[src/rtl/acc_display_driver_pkg.sv]
// Shared definitions for the accumulator display driver: converter FSM
// states, active-low 7-segment codes and magnitude digit count.
package acc_display_driver_pkg;

  typedef enum logic [1:0] {IDLE, SHIFT, COMMIT} state_t;

  localparam int NUM_MAG_DIGITS = 5;

  localparam logic [6:0] SEG_0     = 7'h40;
  localparam logic [6:0] SEG_1     = 7'h79;
  localparam logic [6:0] SEG_2     = 7'h24;
  localparam logic [6:0] SEG_3     = 7'h30;
  localparam logic [6:0] SEG_4     = 7'h19;
  localparam logic [6:0] SEG_5     = 7'h12;
  localparam logic [6:0] SEG_6     = 7'h02;
  localparam logic [6:0] SEG_7     = 7'h78;
  localparam logic [6:0] SEG_8     = 7'h00;
  localparam logic [6:0] SEG_9     = 7'h10;
  localparam logic [6:0] SEG_BLANK = 7'h7F;
  localparam logic [6:0] SEG_MINUS = 7'h3F;

  // Map one BCD digit to its segment pattern; non-decimal codes blank.
  function automatic logic [6:0] seg_of_digit(input logic [3:0] d);
    logic [6:0] s;
    case (d)
      4'd0:    s = SEG_0;
      4'd1:    s = SEG_1;
      4'd2:    s = SEG_2;
      4'd3:    s = SEG_3;
      4'd4:    s = SEG_4;
      4'd5:    s = SEG_5;
      4'd6:    s = SEG_6;
      4'd7:    s = SEG_7;
      4'd8:    s = SEG_8;
      4'd9:    s = SEG_9;
      default: s = SEG_BLANK;
    endcase
    return s;
  endfunction

endpackage

[src/rtl/acc_display_driver_bin2bcd.sv]
// Sequential double-dabble converter: 16-bit unsigned binary to 5 BCD
// digits, one add-3/shift iteration per clock, VALID during COMMIT.
module bin2bcd_dd
  import acc_display_driver_pkg::*;
(
  input  logic        CLK,
  input  logic        RST,
  input  logic        START,
  input  logic [15:0] BIN,
  output logic        BUSY,
  output logic        VALID,
  output logic [19:0] BCD
);

  state_t      state;
  logic [15:0] shreg;
  logic [3:0]  iter;

  // Add 3 to every nibble of 5 or more ahead of the shift.
  function automatic logic [19:0] dabble(input logic [19:0] b);
    logic [19:0] r;
    r = b;
    for (int i = 0; i < NUM_MAG_DIGITS; i++) begin
      if (r[4*i +: 4] >= 4'd5) r[4*i +: 4] = r[4*i +: 4] + 4'd3;
    end
    return r;
  endfunction

  // Converter FSM: capture, 16 shift iterations, one commit cycle.
  always_ff @(posedge CLK) begin
    if (!RST) begin
      state <= IDLE;
      BUSY  <= 1'b0;
      VALID <= 1'b0;
      iter  <= 4'd0;
    end else begin
      case (state)
        IDLE: begin
          if (START) begin
            shreg <= BIN;
            BCD   <= 20'd0;
            iter  <= 4'd0;
            BUSY  <= 1'b1;
            state <= SHIFT;
          end
        end
        SHIFT: begin
          {BCD, shreg} <= {dabble(BCD), shreg} << 1;
          iter         <= iter + 4'd1;
          if (iter == 4'd15) begin
            state <= COMMIT;
            VALID <= 1'b1;
          end
        end
        COMMIT: begin
          state <= IDLE;
          BUSY  <= 1'b0;
          VALID <= 1'b0;
        end
        default: state <= IDLE;
      endcase
    end
  end

endmodule

[src/rtl/acc_display_driver.sv]
// Accumulator display driver: captures sign/magnitude on LOAD, converts to
// BCD, and scans sign plus digits onto a 6-digit common-anode display with
// leading-zero blanking. The old value is held until the commit cycle.
module acc_display_driver
  import acc_display_driver_pkg::*;
#(
  parameter int REFRESH_DIV = 50000,
  parameter int NUM_DIGITS  = 6
) (
  input  logic        CLK,
  input  logic        RST,
  input  logic [15:0] VALUE,
  input  logic        LOAD,
  output logic        BUSY,
  output logic        DONE,
  output logic [6:0]  SEG,
  output logic [5:0]  AN
);

  localparam int CNT_W = (REFRESH_DIV > 2) ? $clog2(REFRESH_DIV) : 1;

  logic signed [15:0] value_s;
  logic [15:0]        mag;
  logic               start;
  logic               neg_cap;
  logic               conv_busy;
  logic               conv_valid;
  logic [19:0]        conv_bcd;
  logic [19:0]        disp_bcd;
  logic               disp_neg;
  logic [CNT_W-1:0]   refresh_cnt;
  logic               wrap;
  logic [2:0]         idx;
  logic [2:0]         idx_next;

  assign value_s = VALUE;
  // Two's-complement negate; -32768 yields 0x8000, read as unsigned 32768.
  assign mag     = value_s[15] ? (~VALUE + 16'd1) : VALUE;
  assign start   = LOAD && !conv_busy;
  assign BUSY    = conv_busy;

  bin2bcd_dd u_conv (
    .CLK   (CLK),
    .RST   (RST),
    .START (start),
    .BIN   (mag),
    .BUSY  (conv_busy),
    .VALID (conv_valid),
    .BCD   (conv_bcd)
  );

  // Segment pattern for display position pos: digits up to the most
  // significant nonzero nibble, a minus just above it, blanks elsewhere.
  function automatic logic [6:0] digit_seg(input logic [2:0] pos,
                                           input logic [19:0] bcd,
                                           input logic neg);
    int         msd;
    logic [6:0] s;
    msd = 0;
    s   = SEG_BLANK;
    for (int i = 0; i < NUM_MAG_DIGITS; i++) begin
      if (bcd[4*i +: 4] != 4'd0) msd = i;
    end
    for (int i = 0; i < NUM_MAG_DIGITS; i++) begin
      if (int'(pos) == i && i <= msd) s = seg_of_digit(bcd[4*i +: 4]);
    end
    if (neg && (bcd != 20'd0) && int'(pos) == msd + 1) s = SEG_MINUS;
    return s;
  endfunction

  assign wrap = (refresh_cnt == CNT_W'(REFRESH_DIV - 1));

  // Next scan position: advance on refresh wrap, 0..NUM_DIGITS-1.
  always_comb begin
    idx_next = idx;
    if (wrap) idx_next = (int'(idx) == NUM_DIGITS - 1) ? 3'd0 : idx + 3'd1;
  end

  // Sign capture, committed display value and the DONE pulse.
  always_ff @(posedge CLK) begin
    if (!RST) begin
      neg_cap  <= 1'b0;
      disp_bcd <= 20'd0;
      disp_neg <= 1'b0;
      DONE     <= 1'b0;
    end else begin
      DONE <= conv_valid;
      if (start) neg_cap <= value_s[15];
      if (conv_valid) begin
        disp_bcd <= conv_bcd;
        disp_neg <= neg_cap;
      end
    end
  end

  // Refresh scan with registered SEG/AN; a commit redraws the current digit.
  always_ff @(posedge CLK) begin
    if (!RST) begin
      refresh_cnt <= '0;
      idx         <= 3'd0;
      AN          <= 6'b111110;
      SEG         <= SEG_0;
    end else begin
      refresh_cnt <= wrap ? '0 : refresh_cnt + 1'b1;
      idx         <= idx_next;
      AN          <= ~(6'd1 << idx_next);
      if (conv_valid)  SEG <= digit_seg(idx_next, conv_bcd, neg_cap);
      else if (wrap)   SEG <= digit_seg(idx_next, disp_bcd, disp_neg);
    end
  end

endmodule

[config.mk]
export PLATFORM = sky130hd
export DESIGN_NAME = acc_display_driver
export DESIGN_NICKNAME = d
export VERILOG_FILES = /design/src/rtl/acc_display_driver_pkg.sv /design/src/rtl/acc_display_driver_bin2bcd.sv /design/src/rtl/acc_display_driver.sv
export SDC_FILE = /design/constraint.sdc
export NUM_CORES = 1
export LEC_CHECK = 0
export ABC_CLOCK_PERIOD_IN_PS = 3950
export BUFFER_PORTS_ARGS = -buffer_cell sky130_fd_sc_hd__buf_2
export CORE_ASPECT_RATIO = 0.75
export CORE_UTILIZATION = 25
export DETAILED_ROUTE_END_ITERATION = 12
export SLEW_MARGIN = 40
export SYNTH_ARGS = -nofsm -noshare
export SYNTH_HDL_FRONTEND = slang
export SYNTH_SLANG_ARGS = --single-unit
[constraint.sdc]
create_clock -name CLK -period 3.95 [get_ports CLK]
set_input_delay 0.395 -clock CLK [delete_from_list [all_inputs] [get_ports CLK]]
set_output_delay 0.395 -clock CLK [all_outputs]
set_load 0.1 [all_outputs]
Word-level counts from Yosys, hierarchy flattened
Memories as Yosys holds them, arrays and structs flattened. A register that Yosys moved wholly into a read port is not among the register bits.
Cells that the tools add are included.
{ "word_totals": {"regBits": 99, "romBits": 1120, "inputBits": 19, "out_inout_bits": 15, "n_memories": 10} }
{ "op_classes": {"n_addsub": 11, "magnitude_cmp": 15, "n_eq_ne": 13, "shifts": 1, "mux": 63, "bitwise": 3, "n_reduce_logical": 38} }
{ "memory_table": {"columns": ["name", "depth", "word_bits", "read_ports", "rd_clocked_by_memory_dff", "wr", "line", "source"], "rows": [
  ["(no name shown)", 16, 7, 1, 1, 0, "acc_display_driver_pkg.sv:25", "case (d)"],
  ["(no name shown)", 16, 7, 1, 1, 0, "acc_display_driver_pkg.sv:25", null],
  ["(no name shown)", 16, 7, 1, 1, 0, "acc_display_driver_pkg.sv:25", null],
  ["(no name shown)", 16, 7, 1, 1, 0, "acc_display_driver_pkg.sv:25", null],
  ["(no name shown)", 16, 7, 1, 1, 0, "acc_display_driver_pkg.sv:25", null],
  ["(no name shown)", 16, 7, 1, 1, 0, "acc_display_driver_pkg.sv:25", null],
  ["4 more memories", null, null, null, null, null, null, null]
]} }
{ "op_table": {"columns": ["operator", "count"], "rows": [
  ["32-bit two-way mux", 11],
  ["3-bit by 32-bit less-or-equal comparator with 1-bit output (first input constant)", 4],
  ["7-bit two-way mux", 14],
  ["4-bit two-way mux", 20],
  ["32-bit by 2-bit adder with 32-bit output (second input constant)", 2],
  ["4-bit by 32-bit equality test with 1-bit output", 2],
  ["1-bit by 32-bit less-or-equal comparator with 1-bit output (first input constant)", 2],
  ["2-bit by 32-bit less-or-equal comparator with 1-bit output (first input constant)", 2],
  ["4-bit by 32-bit less-or-equal comparator with 1-bit output (first input constant)", 2],
  ["20-bit one-hot mux with 2 select lines", 1],
  ["20-bit nonzero test", 2],
  ["16-bit by 1-bit adder with 16-bit output (second input constant)", 2],
  ["16-bit two-way mux", 2],
  ["16-bit one-hot mux with 2 select lines", 1],
  ["4-bit nonzero test", 8],
  ["4-bit by 3-bit >= comparator with 1-bit output (second input constant)", 5],
  ["20-bit two-way mux", 1],
  ["4-bit by 2-bit adder with 4-bit output (second input constant)", 4],
  ["16-bit equality test (second input constant)", 1],
  ["16-bit inverter", 1],
  ["1-bit logical AND", 15],
  ["3-bit equality test (second input constant)", 4],
  ["3-bit two-way mux", 3],
  ["4-bit one-hot mux with 2 select lines", 1],
  ["other kinds (23)", 34]
]} }

Longest topological paths before layout
{ "logic_depth": {"depth_word": 18, "ltp_mapped": 14, "ltp_nobuf": 14} }

Modules after synthesis
A second synthesis with hierarchy kept.
{ "hier_totals": {"cells_unflattened": 961, "hier_area_um2": 8350.5} }
{ "by_module_without_submodules": {"columns": ["module", "n_inst", "cells_per_inst", "area_each_um2", "seq_area_each_um2"], "rows": [
  ["acc_display_driver", 1, 737, 6129.6, 1801.7],
  ["bin2bcd_dd", 1, 224, 2220.9, 1241.2]
]} }

Worst setup path before layout
Ideal clock, no wire load.
{ "synth_timing": {"kind": "flip-flop to flip-flop", "from": "register u_conv.BUSY", "to": "register with a tool-made name", "arrival_ns": 3.872, "path_slack_ns": -0.012, "stages_incl_launch_ff": 9, "synth_period_minus_slack_ns": 3.962, "path_cell_list": "dfxtp_1 > nor2b_1 > o211ai_1 > inv_2 > buf_1 > a21oi_1 > ha_1 > mux2_2 > a22oi_1"} }
{ "synth_rtl": {"columns": ["element", "line", "source"], "rows": [
  ["start: declaration", "acc_display_driver_bin2bcd.sv:10", "output logic BUSY,"],
  ["start signal: assignment", "acc_display_driver_bin2bcd.sv:33", "BUSY <= 1'b0;"],
  ["start signal: assignment", "acc_display_driver_bin2bcd.sv:43", "BUSY <= 1'b1;"],
  ["start signal: assignment", "acc_display_driver_bin2bcd.sv:57", "BUSY <= 1'b0;"]
]} }

Worst setup path in the final report
{ "layout_timing": {"from": "register u_conv.BCD[16]", "to": "register SEG[0]"} }
{ "layout_via": {"elab_chain_cells": 13, "word_cells_on_any_way": 26, "classes_between": "add/sub: 1; order compare: 5; eq/ne: 1; mux: 10; reduce/logical: 9"} }
{ "layout_rtl": {"columns": ["element", "line", "source"], "rows": [
  ["start: declaration", "acc_display_driver_bin2bcd.sv:12", "output logic [19:0] BCD"],
  ["start signal: assignment", "acc_display_driver_bin2bcd.sv:48", "{BCD, shreg} <= {dabble(BCD), shreg} << 1;"],
  ["4-bit nonzero test", "acc_display_driver.sv:62", "if (bcd[4*i +: 4] != 4'd0) msd = i;"],
  ["32-bit two-way mux", "acc_display_driver.sv:62", null],
  ["32-bit two-way mux", "acc_display_driver.sv:107", "if (conv_valid) SEG <= digit_seg(idx_next, conv_bcd, neg_cap);"],
  ["32-bit two-way mux", "acc_display_driver.sv:98", "if (!RST) begin"],
  ["1-bit by 32-bit less-or-equal comparator with 1-bit output", "acc_display_driver.sv:65", "if (int'(pos) == i && i <= msd) s = seg_of_digit(bcd[4*i +: 4]);"],
  ["1-bit logical AND", "acc_display_driver.sv:65", null],
  ["7-bit two-way mux (5 in series)", "acc_display_driver.sv:65", null],
  ["7-bit two-way mux *", "acc_display_driver.sv:67", "if (neg && (bcd != 20'd0) && int'(pos) == msd + 1) s = SEG_MINUS;"],
  ["7-bit two-way mux *", "acc_display_driver.sv:107", null],
  ["end signal: assignment", "acc_display_driver.sv:107", null],
  ["end signal: assignment", "acc_display_driver.sv:108", "else if (wrap) SEG <= digit_seg(idx_next, disp_bcd, disp_neg);"],
  ["end: declaration", "acc_display_driver.sv:16", "output logic [6:0] SEG,"]
]} }
Every way passes the cells marked *; elsewhere a longest branch is shown, timed or not. The select of a mux whose other input is x is not followed.
A chain may end at the register's enable or synchronous reset.

==> flow_summary.yaml <==
global_routing:
  antenna_found_initial: 0
  grt_usage_pct: 11.9
  grt_pass1_vias: 6611
  grt-ovfl-total: 0
  grt_pass1_wl_um: 35500
  grt_max_degree: 39
critical_path:
  critical_path.startpoint_type: "register"
  r2r_slack_ns: 0.43
  crit_path_cell_trace: "inv_1 -> ha_1 -> nor3b_1 -> buf_4 -> a21boi_0 -> ha_1 -> and3_1 -> a2111oi_0 -> o41ai_2 -> a221oi_1 -> a211oi_1"
  crit_top_cell: "ha_1"
  crit_fanout: 8
  critPathKind: "reg2reg"
  critPathMaxStageDelay_ns: 0.66
  rr_startpoint: "u_conv.BCD[16]$_DFFE_PP_"
  cpMaxStageDelayCell: "a2111oi_0"
  crit_start: "u_conv.BCD[16]$_DFFE_PP_"
  critical_path_required_ns: 4.23
  endpoint_kind: "register"
  cp.arrival_ns: 3.81
layout:
  area_delta_synth_final_pct: 15.0
  n_antenna_cell: 0
  drive_gt1_share_pct: 11.8
  layout.nets: 1108
yosys:
  synth_edf_count: 36
  synthFlopType: "dfxtp_1"
  syn_inst: 978
  syn_area_um2: 9160
  synth_cell_type_count: 66
  ys_ff_latch: 169
  syn_nets: 1072
  ys_warn_count: 0
  synth_seq_area_share_pct: 40.9
  avgSynthCellArea_um2: 9.36
  async_flop_share_pct: 0
sta:
  tns_ns: 0
  period_share_pct: 89.2
  skew_ns: 0.00970
  tightest_slew_ns: 0.720
  report.final.slew_viol_count: 0
  setup_slack_ns: 0.428
  min_period_ns: 3.52
  setup_viol: 0
  hold_viol_final: 0
  slew_headroom_pct: 50.7
  rsz0062_at_grt: "false"
  fmax_mhz: 284
floorplan:
  die_area_um2: 37400
  io_pins: 34
  fp.dieH_um: 168
  core_area_um2: 36000
  initial_utilization_pct: 25.5
  die_w_um: 223
  placementRows: 60
placed_design:
  port_buffers: 33
  gp_congestion: 0.835
  post-dp-hpwl_um: 16500
  post-place-ws_ns: 0.589
cts:
  cts_buffers: 17
  htreeDepth: 4
  worstSkewPairLatency_ns: 0.43
  hold_buffers: 0
  cts_num_sinks: 169
  cts_tree: "done"
  clockRootBuffer: "clkbuf_16"
  clk_path_buf_depth: 2
  cts_resized: 0
  clk_pin_slew_ns: 0.07
  cts_setup_buffers: 0
power_and_ir_drop:
  leakage_uw: 0.00426
  ir_worst_vdd_uv: 209
  power.density_nw_per_um2: 397
route:
  drc: 0
  first_iter_violations: 422
  first_pass_iters: 5
  viasPerCell: 4.73
  drt-total-wl_um: 21900
  antenna_left: 0
  vias: 7051
  wl_per_cell_um: 14.7
status:
  outcome: "finished, final reports clean"
hold_path:
  hold_path.class: "in2reg"
  hold_start: "LOAD"
job:
  max-cap-violations: 0
[cells in the mapped netlist (4+ instances only)]
cell type	count	share of area, %
a21oi_1	66	3.6
o22ai_1	5	0.34
inv_1	58	2.4
nor2_1	88	3.6
and3_1	8	0.55
xor2_1	22	2.1
o32a_1	7	0.77
buf_1	6	0.25
or4_1	4	0.33
nor2b_1	7	0.48
nor3b_1	9	0.74
xnor2_1	18	1.7
nand2_1	74	3.0
dfxtp_1	133	29
o21ai_0	71	3.9
nand2b_1	16	1.1
o21a_1	4	0.33
a221oi_1	4	0.38
clkbuf_1	25	1.0
nand3_1	10	0.55
o32ai_1	6	0.57
nor3_1	21	1.1
nand4_1	6	0.41
edfxtp_1	36	12
ha_1	75	10
and2_1	30	2.0
a22oi_1	8	0.66
a21o_1	8	0.66
mux2_2	18	2.2
mux2i_1	51	5.6
mux2_1	5	0.61
nor4_1	11	0.75
a211oi_1	15	1.2
[metal layers]
metal	up-vias	wire, um	GRT usage [%]
met5	-	0	0
met4	0	278	3.81
met3	20	649	1.79
met2	125	9360	17.7
met1	3378	11600	17.5
li1	3528	-	-
[cells in the final DEF, fill, tap and decap left out, drive strengths merged, types with 22 or more instances in the layout]
master	instances
nand2	74
o21ai	71
nor2	88
clkbuf	23
mux2i	53
buf	53
inv	64
mux2	23
xor2	22
dfxtp	133
a21oi	67
edfxtp	36
ha	75
and2	30
[worst paths after layout]
path	to	depth (start not counted)
max reg2reg	SEG[0]$_SDFFE_PN0P_	11
min	u_conv.BUSY$_SDFFE_PN0P_	3
min reg2reg	refresh_cnt[0]$_SDFF_PP0_	1
max	SEG[0]$_SDFFE_PN0P_	11
[logic make-up (layout without fill, tap and decap cells)]
group / after synthesis / count (layout) / share of synthesized area, %
simple gates: 299 / 299 / 16.6
compound gates: 222 / 222 / 15.2
flops: 169 / 169 / 40.9
buf+inv: 96 / 145 / 4.17
mux: 76 / 76 / 8.89
fa+ha+maj: 75 / 75 / 10.2
xor+xnor: 41 / 41 / 4.00
[per-stage QoR]
step	instance area, um2	util [%]	instances	hold WS, ns	power, uW
after CTS	10500	29.3	1492	0.222	4200
after floorplan	9170	-	978	0.418	2290
after global placement	9900	27.5	1460	0.446	2440
final	10500	29.3	1492	0.234	4180
after global routing	10500	29.3	1492	0.265	4340
after detailed placement	9900	27.5	1460	0.464	2450
[cell type report]
class | count | area (um2)
Fill cell | 3744 | 25400
Multi-Input combinational cell | 713 | 5030
Sequential cell | 169 | 3740
Tap cell | 465 | 582
Clock buffer | 23 | 532
Timing Repair Buffer | 53 | 315
Inverter | 60 | 225
Clock inverter | 9 | 96.3
[critical path: cells and delay by family, from the launching register on]
family	cells	cell delay (ns)
adders and majority gates	2	0.54
buffers and inverters	2	0.27
and+or+nand+nor	2	0.38
DFF	1	0.46
AOI/OAI and AO/OA	5	1.71
[power breakdown]
group	leakage (uW)	internal (uW)	switching, uW
registers	0.00143	1880	70.4
logic	0.00252	187	274
clock network	0.000312	1030	735
total	0.00426	3100	1080
(Power assumes the default switching activity.)
